--- src/rtl/cpu_seq.sv ---
// Multi-cycle sequencer for the 8-bit accumulator datapath: instruction phasing,
// dmem port arbitration with an external requester, run/step/halt and counters.
module cpu_seq #(
    parameter int EXT_CYC = 1,
    parameter int CNT_W   = 16
) (
    input  logic             clk,
    input  logic             reset,
    input  logic             run,
    input  logic             step,
    input  logic             halt_op,
    input  logic             cu_wmem,
    input  logic             cu_wacc,
    input  logic             ext_req,
    input  logic             ext_we,
    output logic             ir_ld,
    output logic             pc_en,
    output logic             acc_we,
    output logic             mem_we,
    output logic             mem_sel,
    output logic             ext_gnt,
    output logic             ext_done,
    output logic             halted,
    output logic [2:0]       state,
    output logic [CNT_W-1:0] cycle_cnt,
    output logic [CNT_W-1:0] instr_cnt
);

    localparam logic [2:0] S_IDLE   = 3'd0;
    localparam logic [2:0] S_FETCH  = 3'd1;
    localparam logic [2:0] S_DECODE = 3'd2;
    localparam logic [2:0] S_EXEC   = 3'd3;
    localparam logic [2:0] S_WB     = 3'd4;
    localparam logic [2:0] S_EXT    = 3'd5;
    localparam logic [2:0] S_HALT   = 3'd6;

    localparam logic [3:0]       EXT_LAST = 4'(EXT_CYC - 1);
    localparam logic [CNT_W-1:0] CNT_ONE  = {{(CNT_W-1){1'b0}}, 1'b1};

    logic [2:0] ret_state;
    logic       step_pend;
    logic [3:0] ext_cnt;
    logic       in_ext;
    logic       active;

    assign in_ext   = (state == S_EXT);
    assign active   = (state >= S_FETCH) && (state <= S_EXT);

    // All strobes decode from registered state so each is exactly one phase wide.
    assign ir_ld    = (state == S_FETCH);
    assign pc_en    = (state == S_WB);
    assign acc_we   = (state == S_EXEC) && cu_wacc;
    assign mem_we   = ((state == S_EXEC) && cu_wmem) || (in_ext && (ext_cnt == 4'd0) && ext_we);
    assign mem_sel  = in_ext;
    assign ext_gnt  = in_ext;
    assign ext_done = in_ext && (ext_cnt == EXT_LAST);
    assign halted   = (state == S_HALT);

    always_ff @(posedge clk or negedge reset) begin
        if (!reset) begin
            state     <= S_IDLE;
            ret_state <= S_IDLE;
            step_pend <= 1'b0;
            ext_cnt   <= 4'd0;
            cycle_cnt <= '0;
            instr_cnt <= '0;
        end else begin
            if (active && (cycle_cnt != '1))
                cycle_cnt <= cycle_cnt + CNT_ONE;

            case (state)
                S_IDLE: begin
                    if (ext_req) begin
                        // A same-cycle step is remembered and executed once EXT returns here.
                        state     <= S_EXT;
                        ret_state <= S_IDLE;
                        ext_cnt   <= 4'd0;
                        if (step && !run)
                            step_pend <= 1'b1;
                    end else if (run) begin
                        state <= S_FETCH;
                    end else if (step || step_pend) begin
                        state     <= S_FETCH;
                        step_pend <= 1'b1;
                    end
                end
                S_FETCH:  state <= S_DECODE;
                S_DECODE: state <= halt_op ? S_HALT : S_EXEC;
                S_EXEC:   state <= S_WB;
                S_WB: begin
                    if (instr_cnt != '1)
                        instr_cnt <= instr_cnt + CNT_ONE;
                    // The stepped instruction retires here, so the pending step is consumed on every path.
                    step_pend <= 1'b0;
                    if (ext_req) begin
                        state     <= S_EXT;
                        ret_state <= (run && !step_pend) ? S_FETCH : S_IDLE;
                        ext_cnt   <= 4'd0;
                    end else if (step_pend) begin
                        state <= S_IDLE;
                    end else if (run) begin
                        state <= S_FETCH;
                    end else begin
                        state <= S_IDLE;
                    end
                end
                S_EXT: begin
                    if (ext_cnt == EXT_LAST) begin
                        state   <= ret_state;
                        ext_cnt <= 4'd0;
                    end else begin
                        ext_cnt <= ext_cnt + 4'd1;
                    end
                end
                S_HALT: begin
                    if (ext_req) begin
                        state     <= S_EXT;
                        ret_state <= S_HALT;
                        ext_cnt   <= 4'd0;
                    end
                end
                default: state <= S_IDLE;
            endcase
        end
    end

endmodule

--- config.mk ---
export PLATFORM = sky130hd
export DESIGN_NAME = cpu_seq
export DESIGN_NICKNAME = d
export VERILOG_FILES = /design/src/rtl/cpu_seq.sv
export SDC_FILE = /design/constraint.sdc
export NUM_CORES = 1
export LEC_CHECK = 0
export ABC_AREA = 0
export ABC_CLOCK_PERIOD_IN_PS = 2100
export BUFFER_PORTS_ARGS = -buffer_cell sky130_fd_sc_hd__buf_2
export CAP_MARGIN = 20
export CORE_UTILIZATION = 53
export CTS_BUF_LIST = sky130_fd_sc_hd__clkbuf_8 sky130_fd_sc_hd__clkbuf_16
export DETAILED_ROUTE_END_ITERATION = 8
export PLACE_DENSITY_LB_ADDON = 0.15
export SLEW_MARGIN = 20
export SYNTH_ARGS = -nofsm -noshare
export SYNTH_HDL_FRONTEND = slang
export SYNTH_SLANG_ARGS = --single-unit
--- constraint.sdc ---
create_clock -name clk -period 2.1 [get_ports clk]
set_input_delay 0.315 -clock clk [delete_from_list [all_inputs] [get_ports clk]]
set_output_delay 0.315 -clock clk [all_outputs]
set_load 0.03 [all_outputs]
==> results of run 1 <==
[logic make-up after synthesis]
group                      count (synthesis)
and+or+nand+nor                           90
DFF                                       42
AOI/OAI and AO/OA                         35
xor gates and xnor gates                  27
buffers and inverters                     15
adders and majority gates                  4
muxes                                      2
[synthesized netlist by cell type, types with 2 or more instances]
cell,instances
nand4_1,9
nand2_1,20
inv_1,10
nor2b_1,2
mux2_2,2
ha_1,4
xor2_1,7
nand3_1,12
and2_1,3
clkbuf_1,3
a31oi_1,2
and3_1,8
nor3_1,3
o21ai_0,12
dfrtp_1,42
o21a_1,2
nand2b_1,4
and4_1,4
a21oi_1,7
xnor2_1,20
nand4b_1,2
nor2_1,18
[routing by layer]
layer	vias up	GRT usage [%]
met3	10	6.42
met2	64	33.5
met4	0	7.07
met1	832	29.9
met5	-	0
li1	871	-
[metrics by stage]
step                worst slack (ps)  cell area, um2  std cells  hold slack [ps]
finish                           174            2570        322             73.1
global route                    5.67            2570        322              130
CTS                             4.13            2570        322             86.4
detailed placement               254            2460        314              406
global placement                 303            2460        314              411
floorplan                       40.0            2130        215             19.4
[path summary, 6_finish.rpt]
kind | start | endpoint | slack [ps] | depth (start not counted)
worst max-delay path | state[2] | ext_done | 170 | 5
worst min-delay path | reset | instr_cnt[12] | 70 | 2
worst max register to register | instr_cnt[1] | instr_cnt[1] | 190 | 5
worst min register to register | cycle_cnt[15] | cycle_cnt[15] | 500 | 1
max in group asynchronous | reset | state[1] | 1640 | 2
min in group clk | step | step_pend | 310 | 3
[sequential cells by signal, indices dropped and copies added (netlist names)]
register	flops
cycle_cnt	16
state	3
ext_cnt	4
step_pend	1
ret_state	2
instr_cnt	16
[cell type report]
class	count	area [um2]
repair buffers	56	293
well taps	48	60.1
inverters	10	37.5
clock buffers	5	68.8
multi-input cells	158	1020
clock inverters	3	41.3
flip-flops and latches	42	1050
fillers	316	1170
[power by group through the flow]
stage                     Combinational, mW  Sequential [mW]  Clock (mW)
final                                  1.45             1.22       0.620
after global routing                   1.59             1.25       0.666
after CTS                              1.45             1.21       0.637
after detailed placement               1.44             1.22           0
after global placement                 1.42             1.22           0
after floorplan                       0.796             1.45           0
[what timing repair did]
item / CTS / global route
endpoints found under the setup margin: 0 / 2
hold endpoints to repair: 0 / 0
hold buffers: 0 / 0
gates resized for setup: 0 / 2
==> metrics list, run 1 <==
- Die ar.: 4260 um2
- Final Total Pwr: 3.29 mW
- Once detailed placement completed, the half-perimeter wirelength came to 3000 um.
- Endpoint arrival time on the critical path: 1610 ps
- Starting density of the core: 56.7%
- In the detailed route, the total length drawn on met3 is 215 um.
* Buffers & Inverters on Critical Path: 2
- Total standard cell area after synthesis: 2120 um2
- Count of routing violations after the opening detailed-route iteration: 130
- After detailed routing, the wire length on met1 is 2030 um.
* Number of nets produced by synthesis: 228
* Leak: 1.27 nW
- Result of the run: completed
* Final Critical Period: 1930 ps
* Syn Area/Cell: 9.87 um2
- During placement, the flow inserted port buffers numbering 51.
* CORE AREA: 3740 um2
- The min-delay analysis places its worst path in the category input port to asynchronous set/reset pin.
- The Yosys step of the flow raised 0 warnings.
- Summing the areas of all xor and xnor instances in the mapped netlist gives 11.1% of the synthesized area.
* Achievable clock frequency: 0.519 GHz
* RSZ-0062 raised after global routing: false
* Sequential fraction of design power: 37.0%
- The repair_antennas step left the layout with diodes totalling 0.
- Summing the areas of all fa, ha and maj instances in the mapped netlist gives 2.36% of the synthesized area.
- Die Span Y: 65.3 um
- Combinational cells account for 44.1% of the total power.
* Standard-cell rows: 22
* Max Cap Violations: 0
- Type of the worst setup path: register to output pin
- Primary flip-flop cell chosen by synthesis mapping: dfrtp_1
* Weighted congestion reported at the end of routability-driven placement: 0.856
- Share of the cycle needed by the critical path after routing: 91.7%
- Net switching is 43.6% of the power.
- In this design, the critical path's most frequently occurring cell is and2_1.
- Top cell type by total area after synthesis: dfrtp_1
- Master cell of the clock root buffer: clkbuf_8
- P_sw: 1.44 mW
- Summing the areas of all compound-gate instances in the mapped netlist gives 10.5% of the synthesized area.
* Number of flops mapped to enable cells by yosys: 0
- Setup violations remaining at the end of the flow were counted as 0.
- Cell family with most CP delay: simple AND/OR/NAND/NOR gates
- At the later pin of the worst-skew pair, clock insertion delay measures 290 ps.
- 1st-pass router iterations: 4
- CTS Buffer Depth: 2
- Synthesis produced 215 cells.
* Share of synthesized area occupied by flip-flops and latches: 49.5%
* Clock tree from TritonCTS: built
* Setup crit end kind: output pin
- Antenna violations before repair: 0
- Of the total synthesized cell area, the portion taken by AND, OR, NAND and NOR gates is 22.5%.
- Met2 routed wirelength: 1930 um
* Slew at the pin closest to its max-slew limit: 517 ps
- Adding up every negative setup slack in the final design gives 0 ps.
- Largest net degree at the start of global routing: 43
* Clock sinks: 42
- Setup crit start kind: register
- For this design the top-level I/O count stands at 52.
* Internal Pwr Total: 1.86 mW
- Dominant cells by area after synthesis: dfrtp_1 (50%), xnor2_1 (8.3%), nand2_1 (3.5%), nor2_1 (3.2%), xor2_1 (2.9%)
- Uppermost metal layer occupied by signal nets: met4
* Number of buffers created by CTS: 5
- The clock network burns 18.8% of the power.
- Number of remaining DRC errors: 0
- Via count normalized by instance count: 5.52
* Number of antenna-violating nets in the routed design: 0
* Share of final-layout standard cells stronger than drive strength 1: 26.6%
* Final hold viol count: 0
* Headroom to the max-slew limit: 65.5%
* Final global-route overflow total: 0
* Number of nets in the layout: 286
* IR drop worst, VDD: 0.000911 V
* Most used cells in the layout excluding fill and tap cells: buf_2 (51), dfrtp_1 (41), xnor2_1 (20), nand2_1 (20), nor2_1 (18)
- Power Density: 1280 nW/um2
* Relative area change from synthesis to final layout: 21.1%
* Synthesis-stage register bit count: 42
- CP Data Required Time: 1780 ps
- Via count of the first global-routing pass: 1,612
- Htree depth: 2
- Buffers added to address setup during post-CTS repair amount to 0.
- Share of synthesized area spent on multiplexers: 1.06%
- Commonest non-fill, non-tap cell in the layout: buf_2
* Sequence of cells on the critical path: inv_1, nor2_1, and2_1, and2_1, buf_2
- Number of different library cells in the post-synthesis netlist: 41
* Chip width: 65.3 um
* Largest fanout on the critical path: 6
- Post-Route WL: 4240 um
* Main combinational cell family by area after synthesis: simple AND/OR/NAND/NOR gates
* CTS clock-pin slew for the worst setup and hold paths: 80 ps
* Synth top area share: 49.5%
- Final-report max-slew violation count: 0
* Vias post-DR: 1,777
- On the worst path, the slowest cell contributes a delay of 440 ps.
* Final Skew: 7.82 ps
- The first global-routing pass estimated 7180 um of wire.
* Final core utilization: 68.6%
* GR Util All Layers: 21.9%
- The slowest stage of the critical path belongs to the cell dfrtp_1.
- Wire length per cell after detailed routing: 13.2 um
- Post-synth ARST share: 100%
(Power assumes the default switching activity.)
==> run 2: changes to the inputs <==
--- a/config.mk
+++ b/config.mk
@@ -6,13 +6,14 @@
 export NUM_CORES = 1
 export LEC_CHECK = 0
 export ABC_AREA = 0
-export ABC_CLOCK_PERIOD_IN_PS = 2100
+export ABC_CLOCK_PERIOD_IN_PS = 1750
 export BUFFER_PORTS_ARGS = -buffer_cell sky130_fd_sc_hd__buf_2
 export CAP_MARGIN = 20
-export CORE_UTILIZATION = 53
+export CORE_UTILIZATION = 48
 export CTS_BUF_LIST = sky130_fd_sc_hd__clkbuf_8 sky130_fd_sc_hd__clkbuf_16
 export DETAILED_ROUTE_END_ITERATION = 8
 export PLACE_DENSITY_LB_ADDON = 0.15
+export RECOVER_POWER = 50
 export SLEW_MARGIN = 20
 export SYNTH_ARGS = -nofsm -noshare
 export SYNTH_HDL_FRONTEND = slang
==> constraint.sdc (replaced) <==
create_clock -name clk -period 1.75 [get_ports clk]
set_input_delay 0.2625 -clock clk [delete_from_list [all_inputs] [get_ports clk]]
set_output_delay 0.2625 -clock clk [all_outputs]
set_load 0.03 [all_outputs]
==> metrics list, run 2 (synthesis results as in run 1) <==
- Largest fanout on the critical path: 4 (was 6)
* Via count normalized by instance count: 5.26 (was 5.52)
- CTS Buffer Depth: 2 (unchanged)
- The ratio of cells with drive above 1 in the final layout was 31.7% (was 26.6%).
- The cell chosen for the clock root is clkbuf_8 (unchanged).
* Slew at the pin closest to its max-slew limit: 1490 ps (was 517 ps)
- Setup tns final: 0 ps (unchanged)
- Share of the cycle needed by the critical path after routing: 97.7%
- Wire length of the first global-routing pass: 7230 um (was 7180 um)
- The detail-routed net length per standard cell came to 12.8 um (was 13.2 um).
* Launch instance of the worst register-to-register path: state[1] (was instr_cnt[1])
- Final global-route overflow total: 0 (unchanged)
- Count of routing violations after the opening detailed-route iteration: 106 (was 130)
- The vertical die dimension was 68.5 um (was 65.3 um).
* Result of the run: completed (unchanged)
- Final Critical Period: 1710 ps
- The number of global-route vias before repair is 1,648 (was 1,612).
* Count of input and output buffers: 51 (unchanged)
- The count of TritonRoute iterations in the first routing pass was 4 (unchanged).
- Largest registers in the final layout: cycle_cnt (16), instr_cnt (16), ext_cnt (4) (unchanged).
- The sort of element at the end of the critical path was an output pin (unchanged).
- The cell with the most instances on the worst path was and2_4 (was and2_1).
* Vias post-DR: 1,803 (was 1,777)
- The worst endpoint required time came to 1490 ps (was 1780 ps).
- The CTS clock-pin slew for the worst setup and hold paths is 80 ps (about the same).
* CORE AREA: 4120 um2 (was 3740 um2)
- The hold buffer count at cts was 0 (unchanged).
- The initial antenna violation count is 0 (unchanged).
- Cell family with most CP delay: simple AND/OR/NAND/NOR gates (unchanged)
- Chip width: 68.5 um (was 65.3 um)
* Count of antenna diodes in the layout: 0 (unchanged)
- The element type at the critical path start is a register (unchanged).
* Achievable clock frequency: 0.585 GHz
* Number of remaining DRC errors: 0 (unchanged)
- The clock tree from TritonCTS is built (unchanged).
- The level count of the clock H-tree was 2 (unchanged).
- Post-Route WL: 4380 um (was 4240 um)
- Relative area change from synthesis to final layout: 31.3% (was 21.1%)
- Leak: 1.31 nW (was 1.27 nW)
- Most used cells in the layout excluding fill and tap cells: dfrtp_1 (36), buf_2 (30), buf_4 (21), xnor2_1 (20), nand2_1 (20) (was buf_2 (51), dfrtp_1 (41), xnor2_1 (20), nand2_1 (20), nor2_1 (18))
* Sequence of cells on the critical path: clkinvlp_4, nor2_4, and2_4, and2_4, buf_6 (was inv_1, nor2_1, and2_1, and2_1, buf_2)
- Final Total Pwr: 4.28 mW (was 3.29 mW)
- In this run the most critical hold path is launched from step.
* Type of the worst setup path: register to output pin (unchanged)
- RSZ-0062 raised after global routing: true (was false).
- Crit path from: state[2] (unchanged)
* Power Density: 1540 nW/um2 (was 1280 nW/um2)
* Number of antenna-violating nets in the routed design: 0 (unchanged)
- The number of buffers and inverters on the critical path was 2 (unchanged).
- The total die area is 4690 um2 (was 4260 um2).
* Clock sinks: 42 (unchanged)
* GR Util All Layers: 20.7% (was 21.9%)
- The busiest layer in global routing is met2 (unchanged).
- Global-route met2 utilization: 34.6% (was 33.5%)
- Class of the most critical hold timing path: input port to register (was input port to asynchronous set/reset pin)
- The insertion delay to the later sink of the worst-skew pair is 290 ps (about the same).
* HPWL reported at the end of detailed placement: 3200 um (was 3000 um)
- The data arrival time of the critical path came to 1450 ps (was 1610 ps).
- Max Cap Violations: 0 (unchanged)
- The worst max-slew margin expressed relative to the limit came to 0.908% (was 65.5%).
- Number of buffers created by CTS: 5 (unchanged)
- The cell row count came to 23 (was 22).
* Slowest Stage Delay on Critical Path: 410 ps (was 440 ps)
- Final hold viol count: 0 (unchanged)
* Weighted congestion reported at the end of routability-driven placement: 0.837 (was 0.856)
- The final layout net count is 305 (was 286).
- The count of final max-slew check failures is 0 (unchanged).
- Starting density of the core: 51.6% (was 56.7%)
- The largest net degree at the start of global routing was 29 (was 43).
* Global routing usage on met3: 3.62% (was 6.42%)
- Number of setup violations in the final report: 0 (unchanged)
* Final Skew: 7.15 ps (was 7.82 ps)
* Boundary pin count: 52 (unchanged)
- Met1 capacity usage during global routing: 27.7% (was 29.9%)
- The master of the slowest instance on the critical path was dfrtp_2 (was dfrtp_1).
- The most frequent standard cell in the layout excluding fill and tap cells was dfrtp_1 (was buf_2).
- IR drop worst, VDD: 0.000924 V (was 0.000911 V)
-- run 2: cell types whose count changed in the layout (fill, tap and decap cells not counted), moves of 3 or more --
cell      delta
and2_4       +3
buf_2       -21
dfrtp_2      +5
buf_6        +4
dfrtp_1      -5
clkbuf_1    +17
buf_4       +16
and2_1       -3
-- run 2: worst paths after layout --
kind                                  to  slack, ps  depth (start not counted)
max in group asynchronous   instr_cnt[1]        450                          1
min                            step_pend        250                          3
max                             ext_done         40                          5
max reg2reg                cycle_cnt[10]         80                          5
min in group asynchronous  instr_cnt[15]        320                          1
min reg2reg                cycle_cnt[15]        500                          1
-- run 2: final cells by class --
class / count / area [um2]
clock inverters: 3 / 40.0
flip-flops and latches: 42 / 1060
fillers: 339 / 1330
well taps: 50 / 62.6
repair buffers: 75 / 434
inverters: 10 / 41.3
multi-input cells: 158 / 1080
clock buffers: 5 / 68.8
-- run 2: where the power goes --
group | switching (mW) | internal, mW | total, mW
Combinational | 1.28 | 0.860 | 2.14
Sequential | 0.206 | 1.20 | 1.41
Clock | 0.315 | 0.420 | 0.735
Total | 1.80 | 2.48 | 4.28
-- run 2: stage by stage --
stage | hold WS [ps] | util [%] | instance area (um2) | instances | worst slack (ps)
CTS | 9.92 | 67.0 | 2760 | 342 | -2.44
floorplan | -33.1 | - | 2160 | 215 | -54.7
detailed placement | 319 | 62.5 | 2570 | 327 | 106
finish | 253 | 67.7 | 2790 | 343 | 39.7
global placement | 317 | 62.5 | 2570 | 327 | 138
global route | 284 | 67.7 | 2790 | 343 | -41.4
-- run 2: per-layer routing --
| metal | wire (um) | vias up | part of all wire [%] |
|---|---|---|---|
| met1 | 2030 | 859 | 46 |
| met3 | 172 | 5 | 3.9 |
| met2 | 2150 | 37 | 49 |
| met4 | 26 | 0 | 0.59 |
| met5 | 0 | - | 0 |
| li1 | - | 902 | - |
-- run 2: timing repair --
action                                  in CTS  in global routing
pin swaps                                    1                  6
gates cloned                                 0                  0
gates resized for setup                      8                 15
buffers inserted                             7                  1
endpoints found under the setup margin       6                 14
-- run 2: worst register-to-register path: cells and delay by family, from the launching register on --
kind            cells  cell delay, ps
simple gates        2             540
flops               1             410
compound gates      1             330
buf+inv             1             170
xor+xnor            1             160
